===== config.mk =====
export PLATFORM = sky130hd
export DESIGN_NAME = ga_generation_sequencer_flat
export DESIGN_NICKNAME = d
export VERILOG_FILES = /design/src/rtl/ga_pkg.sv /design/src/rtl/ga_generation_sequencer_if.sv /design/src/rtl/ga_watchdog.sv /design/src/rtl/ga_generation_sequencer.sv /design/src/flat_wrapper.sv
export SDC_FILE = /design/constraint.sdc
export NUM_CORES = 1
export LEC_CHECK = 0
export CORE_ASPECT_RATIO = 1.1
export CORE_UTILIZATION = 35
export CTS_BUF_LIST = sky130_fd_sc_hd__clkbuf_4 sky130_fd_sc_hd__clkbuf_8
export DETAILED_ROUTE_END_ITERATION = 12
export GPL_TIMING_DRIVEN = 0
export HOLD_SLACK_MARGIN = 0.15
export PLACE_DENSITY_LB_ADDON = 0.08
export SYNTH_ARGS = -nofsm -noshare
export SYNTH_HDL_FRONTEND = slang
export SYNTH_SLANG_ARGS = --single-unit

===== constraint.sdc =====
create_clock -name clk -period 2.54 [get_ports clk]
set_input_delay 0.508 -clock clk [delete_from_list [all_inputs] [get_ports clk]]
set_output_delay 0.508 -clock clk [all_outputs]
set_load 0.02 [all_outputs]

===== src/rtl/ga_pkg.sv =====
// Shared encodings for the GA generation sequencer and the engines around it.
// network_state values are architectural and are reused by the debug mux.
package ga_pkg;

    localparam logic [2:0] ST_IDLE   = 3'd0;
    localparam logic [2:0] ST_INIT   = 3'd1;
    localparam logic [2:0] ST_RUN    = 3'd2;
    localparam logic [2:0] ST_SORT   = 3'd3;
    localparam logic [2:0] ST_CROSS  = 3'd4;
    localparam logic [2:0] ST_MUTATE = 3'd5;
    localparam logic [2:0] ST_DONE   = 3'd6;
    localparam logic [2:0] ST_ERROR  = 3'd7;

    function automatic logic is_busy(input logic [2:0] st);
        return !(st == ST_IDLE || st == ST_DONE || st == ST_ERROR);
    endfunction

    // States whose exit is driven by an engine phase_done handshake.
    function automatic logic is_phase(input logic [2:0] st);
        return (st == ST_INIT || st == ST_SORT || st == ST_CROSS || st == ST_MUTATE);
    endfunction

endpackage


===== src/rtl/ga_generation_sequencer_if.sv =====
// Handshake bundle between the sequencer and its controller/engines.
// master = controller and engines side, slave = the sequencer itself.
interface ga_generation_sequencer_if #(
    parameter int NET_IDX_W = 5,
    parameter int GEN_W     = 8
);
    logic                 start;
    logic                 pause;
    logic                 target_reached;
    logic                 phase_start;
    logic                 phase_done;
    logic                 net_start;
    logic                 net_done;
    logic [NET_IDX_W-1:0] active_network;
    logic [2:0]           network_state;
    logic [GEN_W-1:0]     generation_counter;
    logic                 busy;
    logic                 timeout_err;

    modport master (
        output start, pause, target_reached, phase_done, net_done,
        input  phase_start, net_start, active_network, network_state,
               generation_counter, busy, timeout_err
    );

    modport slave (
        input  start, pause, target_reached, phase_done, net_done,
        output phase_start, net_start, active_network, network_state,
               generation_counter, busy, timeout_err
    );
endinterface


===== src/rtl/ga_watchdog.sv =====
// Saturating per-phase watchdog: clear wins, then count while enabled and not held.
// expired_o is high while the counter sits at all-ones.
module ga_watchdog #(
    parameter int TIMEOUT_W = 16
) (
    input  logic clk,
    input  logic rst_n,
    input  logic clear_i,
    input  logic enable_i,
    input  logic hold_i,
    output logic expired_o
);

    logic [TIMEOUT_W-1:0] count_q, count_d;

    assign expired_o = &count_q;

    always_comb begin
        count_d = count_q;
        if (clear_i) begin
            count_d = '0;
        end else if (enable_i && !hold_i && !expired_o) begin
            count_d = count_q + 1'b1;
        end
    end

    always_ff @(posedge clk or negedge rst_n) begin
        if (!rst_n) begin
            count_q <= '0;
        end else begin
            count_q <= count_d;
        end
    end

endmodule


===== src/rtl/ga_generation_sequencer.sv =====
// Sequences GA generations: INIT, RUN (one network at a time), SORT, CROSS, MUTATE.
// Adds generation limit, fitness early stop, pause with pending done flags, and a watchdog.
module ga_generation_sequencer
    import ga_pkg::*;
#(
    parameter int NETWORKS_PER_POPULATION = 16,
    parameter int NET_IDX_W               = 5,
    parameter int GEN_W                   = 8,
    parameter int MAX_GENERATIONS         = 0,
    parameter int MUTATE_EN               = 1,
    parameter int TIMEOUT_W               = 16
) (
    input logic                      clk,
    input logic                      rst_n,
    ga_generation_sequencer_if.slave bus
);

    localparam logic [NET_IDX_W-1:0] LAST_NET  = NET_IDX_W'(NETWORKS_PER_POPULATION - 1);
    localparam logic [GEN_W-1:0]     GEN_LIMIT = GEN_W'(MAX_GENERATIONS);

    logic [1:0]           rst_sync_q;
    logic                 rst_sync_n;
    logic [2:0]           state_q, state_d;
    logic [NET_IDX_W-1:0] active_q, active_d;
    logic [GEN_W-1:0]     gen_q, gen_d, gen_next;
    logic                 ps_pend_q, ps_pend_d;
    logic                 ns_pend_q, ns_pend_d;
    logic                 pd_pend_q, pd_pend_d;
    logic                 nd_pend_q, nd_pend_d;
    logic                 terr_q, terr_d;
    logic                 phase_done_eff, net_done_eff;
    logic                 complete, wd_clear, wd_expired;

    // Reset asserts immediately but releases on a clock edge.
    always_ff @(posedge clk or negedge rst_n) begin
        if (!rst_n) begin
            rst_sync_q <= 2'b00;
        end else begin
            rst_sync_q <= {rst_sync_q[0], 1'b1};
        end
    end
    assign rst_sync_n = rst_sync_q[1];

    assign gen_next = gen_q + 1'b1;

    // Start pulses stay pending while paused; done inputs are blind while their start is pending.
    assign phase_done_eff = pd_pend_q | (bus.phase_done & is_phase(state_q) & ~ps_pend_q);
    assign net_done_eff   = nd_pend_q | (bus.net_done & (state_q == ST_RUN) & ~ns_pend_q);

    always_comb begin
        // NOTE: every next-state signal takes its hold value first so no latch is inferred.
        state_d   = state_q;
        active_d  = active_q;
        gen_d     = gen_q;
        ps_pend_d = ps_pend_q;
        ns_pend_d = ns_pend_q;
        pd_pend_d = pd_pend_q;
        nd_pend_d = nd_pend_q;
        terr_d    = terr_q;
        complete  = 1'b0;
        wd_clear  = 1'b0;

        if (bus.pause) begin
            pd_pend_d = phase_done_eff;
            nd_pend_d = net_done_eff;
        end else begin
            pd_pend_d = 1'b0;
            nd_pend_d = 1'b0;
            ps_pend_d = 1'b0;
            ns_pend_d = 1'b0;
            if (wd_expired && is_busy(state_q)) begin
                state_d = ST_ERROR;
                terr_d  = 1'b1;
            end else begin
                case (state_q)
                    ST_IDLE: if (bus.start) begin
                        state_d   = ST_INIT;
                        gen_d     = '0;
                        active_d  = '0;
                        ps_pend_d = 1'b1;
                    end
                    ST_INIT: if (phase_done_eff) begin
                        state_d   = ST_RUN;
                        active_d  = '0;
                        ns_pend_d = 1'b1;
                    end
                    ST_RUN: if (net_done_eff) begin
                        if (active_q == LAST_NET) begin
                            if (bus.target_reached) begin
                                state_d = ST_DONE;
                            end else begin
                                state_d   = ST_SORT;
                                ps_pend_d = 1'b1;
                            end
                        end else begin
                            active_d  = active_q + 1'b1;
                            ns_pend_d = 1'b1;
                        end
                    end
                    ST_SORT: if (phase_done_eff) begin
                        state_d   = ST_CROSS;
                        ps_pend_d = 1'b1;
                    end
                    ST_CROSS: if (phase_done_eff) begin
                        if (MUTATE_EN != 0) begin
                            state_d   = ST_MUTATE;
                            ps_pend_d = 1'b1;
                        end else begin
                            complete = 1'b1;
                        end
                    end
                    ST_MUTATE: if (phase_done_eff) complete = 1'b1;
                    ST_DONE:   if (!bus.start) state_d = ST_IDLE;
                    default:   state_d = state_q;
                endcase

                if (complete) begin
                    gen_d = gen_next;
                    if (MAX_GENERATIONS != 0 && gen_next == GEN_LIMIT) begin
                        state_d = ST_DONE;
                    end else begin
                        state_d   = ST_RUN;
                        active_d  = '0;
                        ns_pend_d = 1'b1;
                    end
                end
            end
            wd_clear = (state_d != state_q) || ns_pend_d;
        end
    end

    // NOTE: sequential state uses non-blocking assignments so every flop samples pre-edge values.
    always_ff @(posedge clk or negedge rst_sync_n) begin
        if (!rst_sync_n) begin
            state_q   <= ST_IDLE;
            active_q  <= '0;
            gen_q     <= '0;
            ps_pend_q <= 1'b0;
            ns_pend_q <= 1'b0;
            pd_pend_q <= 1'b0;
            nd_pend_q <= 1'b0;
            terr_q    <= 1'b0;
        end else begin
            state_q   <= state_d;
            active_q  <= active_d;
            gen_q     <= gen_d;
            ps_pend_q <= ps_pend_d;
            ns_pend_q <= ns_pend_d;
            pd_pend_q <= pd_pend_d;
            nd_pend_q <= nd_pend_d;
            terr_q    <= terr_d;
        end
    end

    ga_watchdog #(
        .TIMEOUT_W(TIMEOUT_W)
    ) u_wd (
        .clk      (clk),
        .rst_n    (rst_sync_n),
        .clear_i  (wd_clear),
        .enable_i (is_busy(state_q)),
        .hold_i   (bus.pause),
        .expired_o(wd_expired)
    );

    assign bus.phase_start        = ps_pend_q & ~bus.pause;
    assign bus.net_start          = ns_pend_q & ~bus.pause;
    assign bus.active_network     = active_q;
    assign bus.network_state      = state_q;
    assign bus.generation_counter = gen_q;
    assign bus.busy               = is_busy(state_q);
    assign bus.timeout_err        = terr_q;

endmodule

===== src/flat_wrapper.sv =====
// flat-port wrapper written by rule: the top's interface ports become plain ports
module ga_generation_sequencer_flat import ga_pkg::*;
#(
    parameter int NETWORKS_PER_POPULATION = 16,
    parameter int NET_IDX_W               = 5,
    parameter int GEN_W                   = 8,
    parameter int MAX_GENERATIONS         = 0,
    parameter int MUTATE_EN               = 1,
    parameter int TIMEOUT_W               = 16
)
  (clk, rst_n, bus_start, bus_pause, bus_target_reached, bus_phase_done, bus_net_done, bus_phase_start, bus_net_start, bus_active_network, bus_network_state, bus_generation_counter, bus_busy, bus_timeout_err);
  ga_generation_sequencer_if #(.NET_IDX_W(NET_IDX_W), .GEN_W(GEN_W)) bus_i ();
  input logic clk;
  input logic rst_n;
  input wire logic [$bits(bus_i.start)-1:0] bus_start;
  input wire logic [$bits(bus_i.pause)-1:0] bus_pause;
  input wire logic [$bits(bus_i.target_reached)-1:0] bus_target_reached;
  input wire logic [$bits(bus_i.phase_done)-1:0] bus_phase_done;
  input wire logic [$bits(bus_i.net_done)-1:0] bus_net_done;
  output wire logic [$bits(bus_i.phase_start)-1:0] bus_phase_start;
  output wire logic [$bits(bus_i.net_start)-1:0] bus_net_start;
  output wire logic [$bits(bus_i.active_network)-1:0] bus_active_network;
  output wire logic [$bits(bus_i.network_state)-1:0] bus_network_state;
  output wire logic [$bits(bus_i.generation_counter)-1:0] bus_generation_counter;
  output wire logic [$bits(bus_i.busy)-1:0] bus_busy;
  output wire logic [$bits(bus_i.timeout_err)-1:0] bus_timeout_err;
  assign bus_i.start = bus_start;
  assign bus_i.pause = bus_pause;
  assign bus_i.target_reached = bus_target_reached;
  assign bus_i.phase_done = bus_phase_done;
  assign bus_i.net_done = bus_net_done;
  assign bus_phase_start = bus_i.phase_start;
  assign bus_net_start = bus_i.net_start;
  assign bus_active_network = bus_i.active_network;
  assign bus_network_state = bus_i.network_state;
  assign bus_generation_counter = bus_i.generation_counter;
  assign bus_busy = bus_i.busy;
  assign bus_timeout_err = bus_i.timeout_err;
  ga_generation_sequencer #(.NETWORKS_PER_POPULATION(NETWORKS_PER_POPULATION), .NET_IDX_W(NET_IDX_W), .GEN_W(GEN_W), .MAX_GENERATIONS(MAX_GENERATIONS), .MUTATE_EN(MUTATE_EN), .TIMEOUT_W(TIMEOUT_W)) u_core (.clk(clk), .rst_n(rst_n), .bus(bus_i));
endmodule

# ---- Yosys cells after proc, flatten, opt, wreduce, memory -nomap -nowiden
# Index checks and enable logic that the tools add are counted.
dict set report op_classes {
  reduce_logical 22
  n_bitwise 12
  n_eq_ne 13
  muxes 42
  n_addsub 3
}
# operator count
set ops {}
lappend ops {{$mux W3} 11}
lappend ops {{$mux W16} 2}
lappend ops {{$mux W5} 5}
lappend ops {{$mux W8} 3}
lappend ops {{$pmux W3 S6} 1}
lappend ops {{$mux W1} 17}
lappend ops {{$add A16 B1 Y16 const B} 1}
lappend ops {{$reduce_and A16 Y1} 1}
lappend ops {{$pmux W5 S3} 1}
lappend ops {{$eq A3 B3 Y1 const B} 4}
lappend ops {{$ne A3 B2 Y1 const B} 3}
lappend ops {{$add A8 B1 Y8 const B} 1}
lappend ops {{$reduce_and A7 Y1} 1}
lappend ops {{$and A1 B1 Y1} 6}
lappend ops {{$eq A3 B2 Y1 const B} 2}
lappend ops {{$logic_or A1 B1 Y1} 6}
lappend ops {{$reduce_bool A2 Y1} 3}
lappend ops {{$add A5 B1 Y5 const B} 1}
lappend ops {{$eq A5 B4 Y1 const B} 1}
lappend ops {{$not A1 Y1} 4}
lappend ops {{$reduce_and A4 Y1} 1}
lappend ops {{$reduce_bool A4 Y1} 1}
lappend ops {{$eq A3 B1 Y1 const B} 1}
lappend ops {{$logic_and A1 B1 Y1} 3}
lappend ops {{9 further kinds} 12}
dict set report totals {
  ff_bits 39
}

# ---- Depth between registers and ports, before layout
dict set report depth {
  depth_word 18
  ltp_mapped 9
}

# ---- Cells and area by module
# Synthesis repeated with hierarchy kept, for this count alone.
dict set report hier_totals {
  hier_cells 265
  hier_area_um2 2438.6
}
# module area_per_inst_um2 instances cells_each
set by_module_without_submodules {}
lappend by_module_without_submodules {ga_generation_sequencer 1451.4 1 158}
lappend by_module_without_submodules {ga_watchdog 987.2 1 107}

# ---- Least setup slack after synthesis
# OpenSTA, ideal clock, no wires.
dict set report synth_timing {
  path_kind {reg2reg}
  startpoint {register u_core.state_q[1] (netlist: u_core.bus.network_state[1])}
  endpoint {register u_core.u_wd.count_q[3]}
  required_ns 2.421
  synth_period_minus_slack_ns 2.219
  arrival_time_ns 2.100
  setup_ns 0.119
  stages_incl_launch_ff 8
  path_buffers 1
  slack_ns 0.321
  cell_sequence {dfrtp_1 nor3_1 a21oi_1 and2_2 o21bai_1 a31oi_4 buf_6 nor2_1}
}
dict set report synth_via {
  word_cells_on_any_way 48
  cone_classes {eq/ne: 8; mux: 22; bitwise: 6; reduce/logical: 12}
}
# element line
set synth_rtl {}
lappend synth_rtl {{start, declared} ga_generation_sequencer.sv:23} ;# logic [2:0] state_q, state_d;
lappend synth_rtl {{start signal, assigned} ga_generation_sequencer.sv:144} ;# state_q <= state_d;
lappend synth_rtl {{$eq A3 B3 Y1 / $logic_not A3 Y1 (equally long branches)} --}
lappend synth_rtl {{$logic_or A1 B1 Y1} --}
lappend synth_rtl {{$logic_or A1 B1 Y1 *} --}
lappend synth_rtl {{$logic_not A1 Y1 *} --}
lappend synth_rtl {{via bus_busy} flat_wrapper.sv:25} ;# output wire logic [$bits(bus_i.busy)-1:0] bus_busy;
lappend synth_rtl {{$logic_and A1 B1 Y1} ga_generation_sequencer.sv:71} ;# if (wd_expired && is_busy(state_q)) begin
lappend synth_rtl {{$mux W3} ga_generation_sequencer.sv:71}
lappend synth_rtl {{$mux W3} ga_generation_sequencer.sv:63} ;# if (bus.pause) begin
lappend synth_rtl {{$ne A3 B3 Y1} ga_generation_sequencer.sv:128} ;# wd_clear = (state_d != state_q) || ns_pend_d;
lappend synth_rtl {{$logic_or A1 B1 Y1} ga_generation_sequencer.sv:128}
lappend synth_rtl {{$mux W1} ga_generation_sequencer.sv:63}
lappend synth_rtl {{$mux W16 / $reduce_bool A2 Y1 (equally long branches)} --}
lappend synth_rtl {{end signal, assigned} ga_watchdog.sv:31} ;# count_q <= count_d;
lappend synth_rtl {{end, declared} ga_watchdog.sv:14} ;# logic [TIMEOUT_W-1:0] count_q, count_d;
# The timed path passes the listed nets; every way through them passes the cells marked *. The select of a mux whose other input is x is not followed.
# A chain may end at the register's enable or synchronous reset.

# ---- Worst setup path after layout
dict set report layout_timing {
  startpoint {register u_core.u_wd.count_q[1]}
  endpoint {register u_core.u_wd.count_q[9]}
}
dict set report layout_via {
  elab_chain_cells 8
  word_cells_on_any_way 15
  cone_classes {add/sub: 1; eq/ne: 1; mux: 7; reduce/logical: 6}
}
# element line
set layout_rtl {}
lappend layout_rtl {{$reduce_and A16 Y1} ga_watchdog.sv:16} ;# assign expired_o = &count_q;
lappend layout_rtl {{$logic_and A1 B1 Y1} ga_generation_sequencer.sv:71}
lappend layout_rtl {{$mux W3} ga_generation_sequencer.sv:71}
lappend layout_rtl {{$mux W3} ga_generation_sequencer.sv:63}
lappend layout_rtl {{$ne A3 B3 Y1} ga_generation_sequencer.sv:128}
lappend layout_rtl {{$logic_or A1 B1 Y1} ga_generation_sequencer.sv:128}
lappend layout_rtl {{$mux W1} ga_generation_sequencer.sv:63}
lappend layout_rtl {{$mux W16 / $reduce_bool A2 Y1 (equally long branches)} --}
# Several ways; a longest one is shown, not always the timed one. The select of a mux whose other input is x is not followed.

==> flow_metrics.tcl <==
set metrics [dict create \
    regArea_um2 977 \
    syn_area_um2 2260 \
    finClkSkew_ps 4.02 \
    tightest_slew_ps 848 \
    cts_root_buffer "clkbuf_8" \
    crit_family "simple AND/OR/NAND/NOR gates" \
    crit_required_ps 2720 \
    grt_setup_unrepaired "false" \
    cts_hold_buf 0 \
    area_growth_pct 23.3 \
    cp.arrival_ps 2540 \
    grt_pass1_wl_um 8930 \
    n_fill_cell 632 \
    grt_max_degree 38 \
    vias 1925 \
    cts_tree "yes" \
    insertedDiodeCount 0 \
    slew_headroom_pct 43.5 \
    crit_slowest_cell "dfrtp_1" \
    placementRows 30 \
    numClockSinks 39 \
    power_mw 2.45 \
    synth.most_common_cell "dfrtp_1" \
    power.switching_uw 976 \
    cts_buffers 5 \
    h-tree-depth 2 \
    fin_ws_ps 188 \
    grt_pass1_vias 1890 \
    p_seq_share_pct 34.4 \
    yosysTopAreaCell "dfrtp_1" \
    crit_type "reg2reg" \
    met1_usage_pct 22.4 \
    synth-seq-cells 39 \
    synthArstFlopShare_pct 100 \
    wl_per_cell_um 14.0 \
    die_w_um 78.6 \
    syn-num-nets 261 \
    via_per_inst 5.25 \
    dp_slack_ps -371 \
    max_stage_delay_ps 380 \
    core-area_um2 6190 \
    use_met2_pct 27.4 \
    p_clk_share_pct 22.2 \
    final_cells 367 \
    setup_viol 0 \
    internal_power_mw 1.48 \
    status "complete, no violations" \
    hold_viol 0 \
    fin_tns_setup_ps 0 \
    min-delay-path-class "reg2reg" \
    max_cap_violations 0 \
    drc 0 \
    portBuffers 26 \
    globalplace.congestion 0.856 \
    clock_latency_ps 290 \
    leakage_nw 1.18 \
    syn_area_per_cell_um2 9.06 \
    fin_nets 298 \
    ant_nets 0 \
    power_density_nw_per_um2 882 \
    grt.total_usage_pct 16.7 \
    synth_top_area_share_pct 43.2 \
    ys.flop_type "dfrtp_1" \
    finalMaxSlewViolations 0 \
    post-route-period-util_pct 92.6 \
    multi_input_area_um2 1220 \
    pwr-share-comb_pct 43.3 \
    synth.distinct_cells 49 \
    yosysSeqAreaShare_pct 43.2 \
    crit_fanout 10 \
    drt-pass1-iter-count 4 \
    fin_crit_ps 2350 \
    utilization_pct 44.9 \
    drive_gt1_share_pct 11.5 \
    ir_drop_mv 0.703 \
    critPathLaunchType "register" \
    die_h_um 86.2 \
    synthTopCellsByArea "dfrtp_1, nor2_1, o21ai_0" \
    start_util_pct 36.4 \
    grtUsageMet3_pct 3.26 \
    ios 27 \
    antenna_found_initial 0 \
    post-dp-hpwl_um 3680 \
    switching_share_pct 39.8 \
    yosysWarnings 0 \
    synth_common_cells "dfrtp_1, nor2_1, nand2_1, o21ai_0, nand3_1" \
    totalWireLength_um 5150 \
    gr-total-overflow 0 \
    clk_pin_slew_ps 80 \
    die_area_um2 6770 \
    path_buf_inv 2 \
    syn_inst 249 \
    clock_path_buffers 2 \
    path_cells "ha_1 > nand4_1 > nor4_4 > buf_4 > nand2_4 > o221a_2 > a31oi_4 > buf_6 > nor2_1" \
    place_inst 355 \
    synth_edf_count 0 \
    fmax_mhz 425 \
    busiest_layer "met2" \
    crit_path_end_kind "register" \
    drtIter0Drc 86 \
]
[cells by family after synthesis]
family                     synth area share (%)
xor gates and xnor gates                   5.04
and+or+nand+nor                            25.3
buffers and inverters                      2.99
DFF                                        43.2
adders and majority gates                  2.77
other                                     0.166
muxes                                     0.887
AOI/OAI and AO/OA                          19.6
[state kept, by name, summed over array words and instances (netlist names)]
register,count
u_core.bus.timeout_err,1
u_core.ns_pend_q,1
u_core.bus.active_network,5
u_core.bus.generation_counter,8
u_core.nd_pend_q,1
u_core.pd_pend_q,1
u_core.rst_sync_q,2
u_core.bus.network_state,3
u_core.u_wd.count_q,16
u_core.ps_pend_q,1
[per-layer routing]
metal,share of wire (%),vias up
li1,-,976
met1,48,915
met2,48,30
met3,3.0,4
met4,0.99,0
met5,0,-
[final timing paths]
path | startpoint | end | slack, ps | depth (start not counted)
worst max-delay path | u_core.u_wd.count_q[1]$_DFFE_PN0P_ | u_core.u_wd.count_q[9]$_DFFE_PN0P_ | 190 | 9
worst min-delay path | u_core.rst_sync_q[0]$_DFF_PN0_ | u_core.rst_sync_q[1]$_DFF_PN0_ | 350 | 0
worst max register to register | u_core.u_wd.count_q[1]$_DFFE_PN0P_ | u_core.u_wd.count_q[9]$_DFFE_PN0P_ | 190 | 9
worst min register to register | u_core.rst_sync_q[0]$_DFF_PN0_ | u_core.rst_sync_q[1]$_DFF_PN0_ | 350 | 0
max in group asynchronous | u_core.rst_sync_q[1]$_DFF_PN0_ | u_core.bus.network_state[1]$_DFFE_PN0N_ | 1620 | 0
min in group asynchronous | rst_n | u_core.rst_sync_q[1]$_DFF_PN0_ | 370 | 1
[power groups by stage]
stage	Sequential [mW]	Combinational [mW]	Clock, mW
after global placement	0.857	1.03	0
after floorplan	0.883	0.659	0
after CTS	0.846	1.04	0.565
final	0.845	1.06	0.545
after detailed placement	0.853	1.03	0
after global routing	0.868	1.17	0.581
[placed cells by master, fill, tap and decap left out, types with 2 or more instances in the layout]
cell type | netlist | layout
dfrtp_1 | 39 | 38
nor2_1 | 32 | 32
nand2_1 | 26 | 26
clkdlybuf4s50_1 | 0 | 24
o21ai_0 | 23 | 23
nand3_1 | 11 | 11
nand4_1 | 10 | 10
nor3_1 | 9 | 9
xor2_1 | 9 | 9
inv_1 | 8 | 8
a21oi_1 | 8 | 7
buf_4 | 3 | 7
clkbuf_8 | 0 | 6
and3_1 | 5 | 5
nor2b_1 | 6 | 5
o31ai_1 | 5 | 5
ha_1 | 5 | 5
o2111ai_1 | 4 | 4
xnor2_1 | 4 | 4
o21a_1 | 3 | 3
a21oi_2 | 1 | 2
or2_2 | 2 | 2
a31oi_1 | 2 | 2
o221a_2 | 2 | 2
nand2b_1 | 2 | 2
mux2i_1 | 2 | 2
and2_1 | 2 | 2
a22o_1 | 2 | 2
o41ai_1 | 2 | 2
[metrics by stage]
| stage | instance area, um2 | hold WS, ps |
|---|---|---|
| 6_report | 2780 | 353 |
| 5_1_grt | 2780 | 359 |
| 4_1_cts | 2750 | 355 |
| 3_5_place_dp | 2620 | 337 |
| 3_3_place_gp | 2620 | 335 |
| 2_1_floorplan | 2260 | 212 |
[area by class of cell]
class / count / share of cell area (%)
plain buffers: 5 / 1.48
clock buffers: 6 / 2.97
clock inverters: 2 / 1.26
inverters: 8 / 1.08
multi-input cells: 197 / 44.0
flip-flops and latches: 39 / 35.1
well taps: 80 / 3.60
repair buffers: 30 / 10.5
[what timing repair did]
action,in CTS,in global routing
pin swaps,0,3
endpoints found under the setup margin,13,14
resized for setup,5,3
buffers inserted,0,4
(Power assumes the default switching activity.)
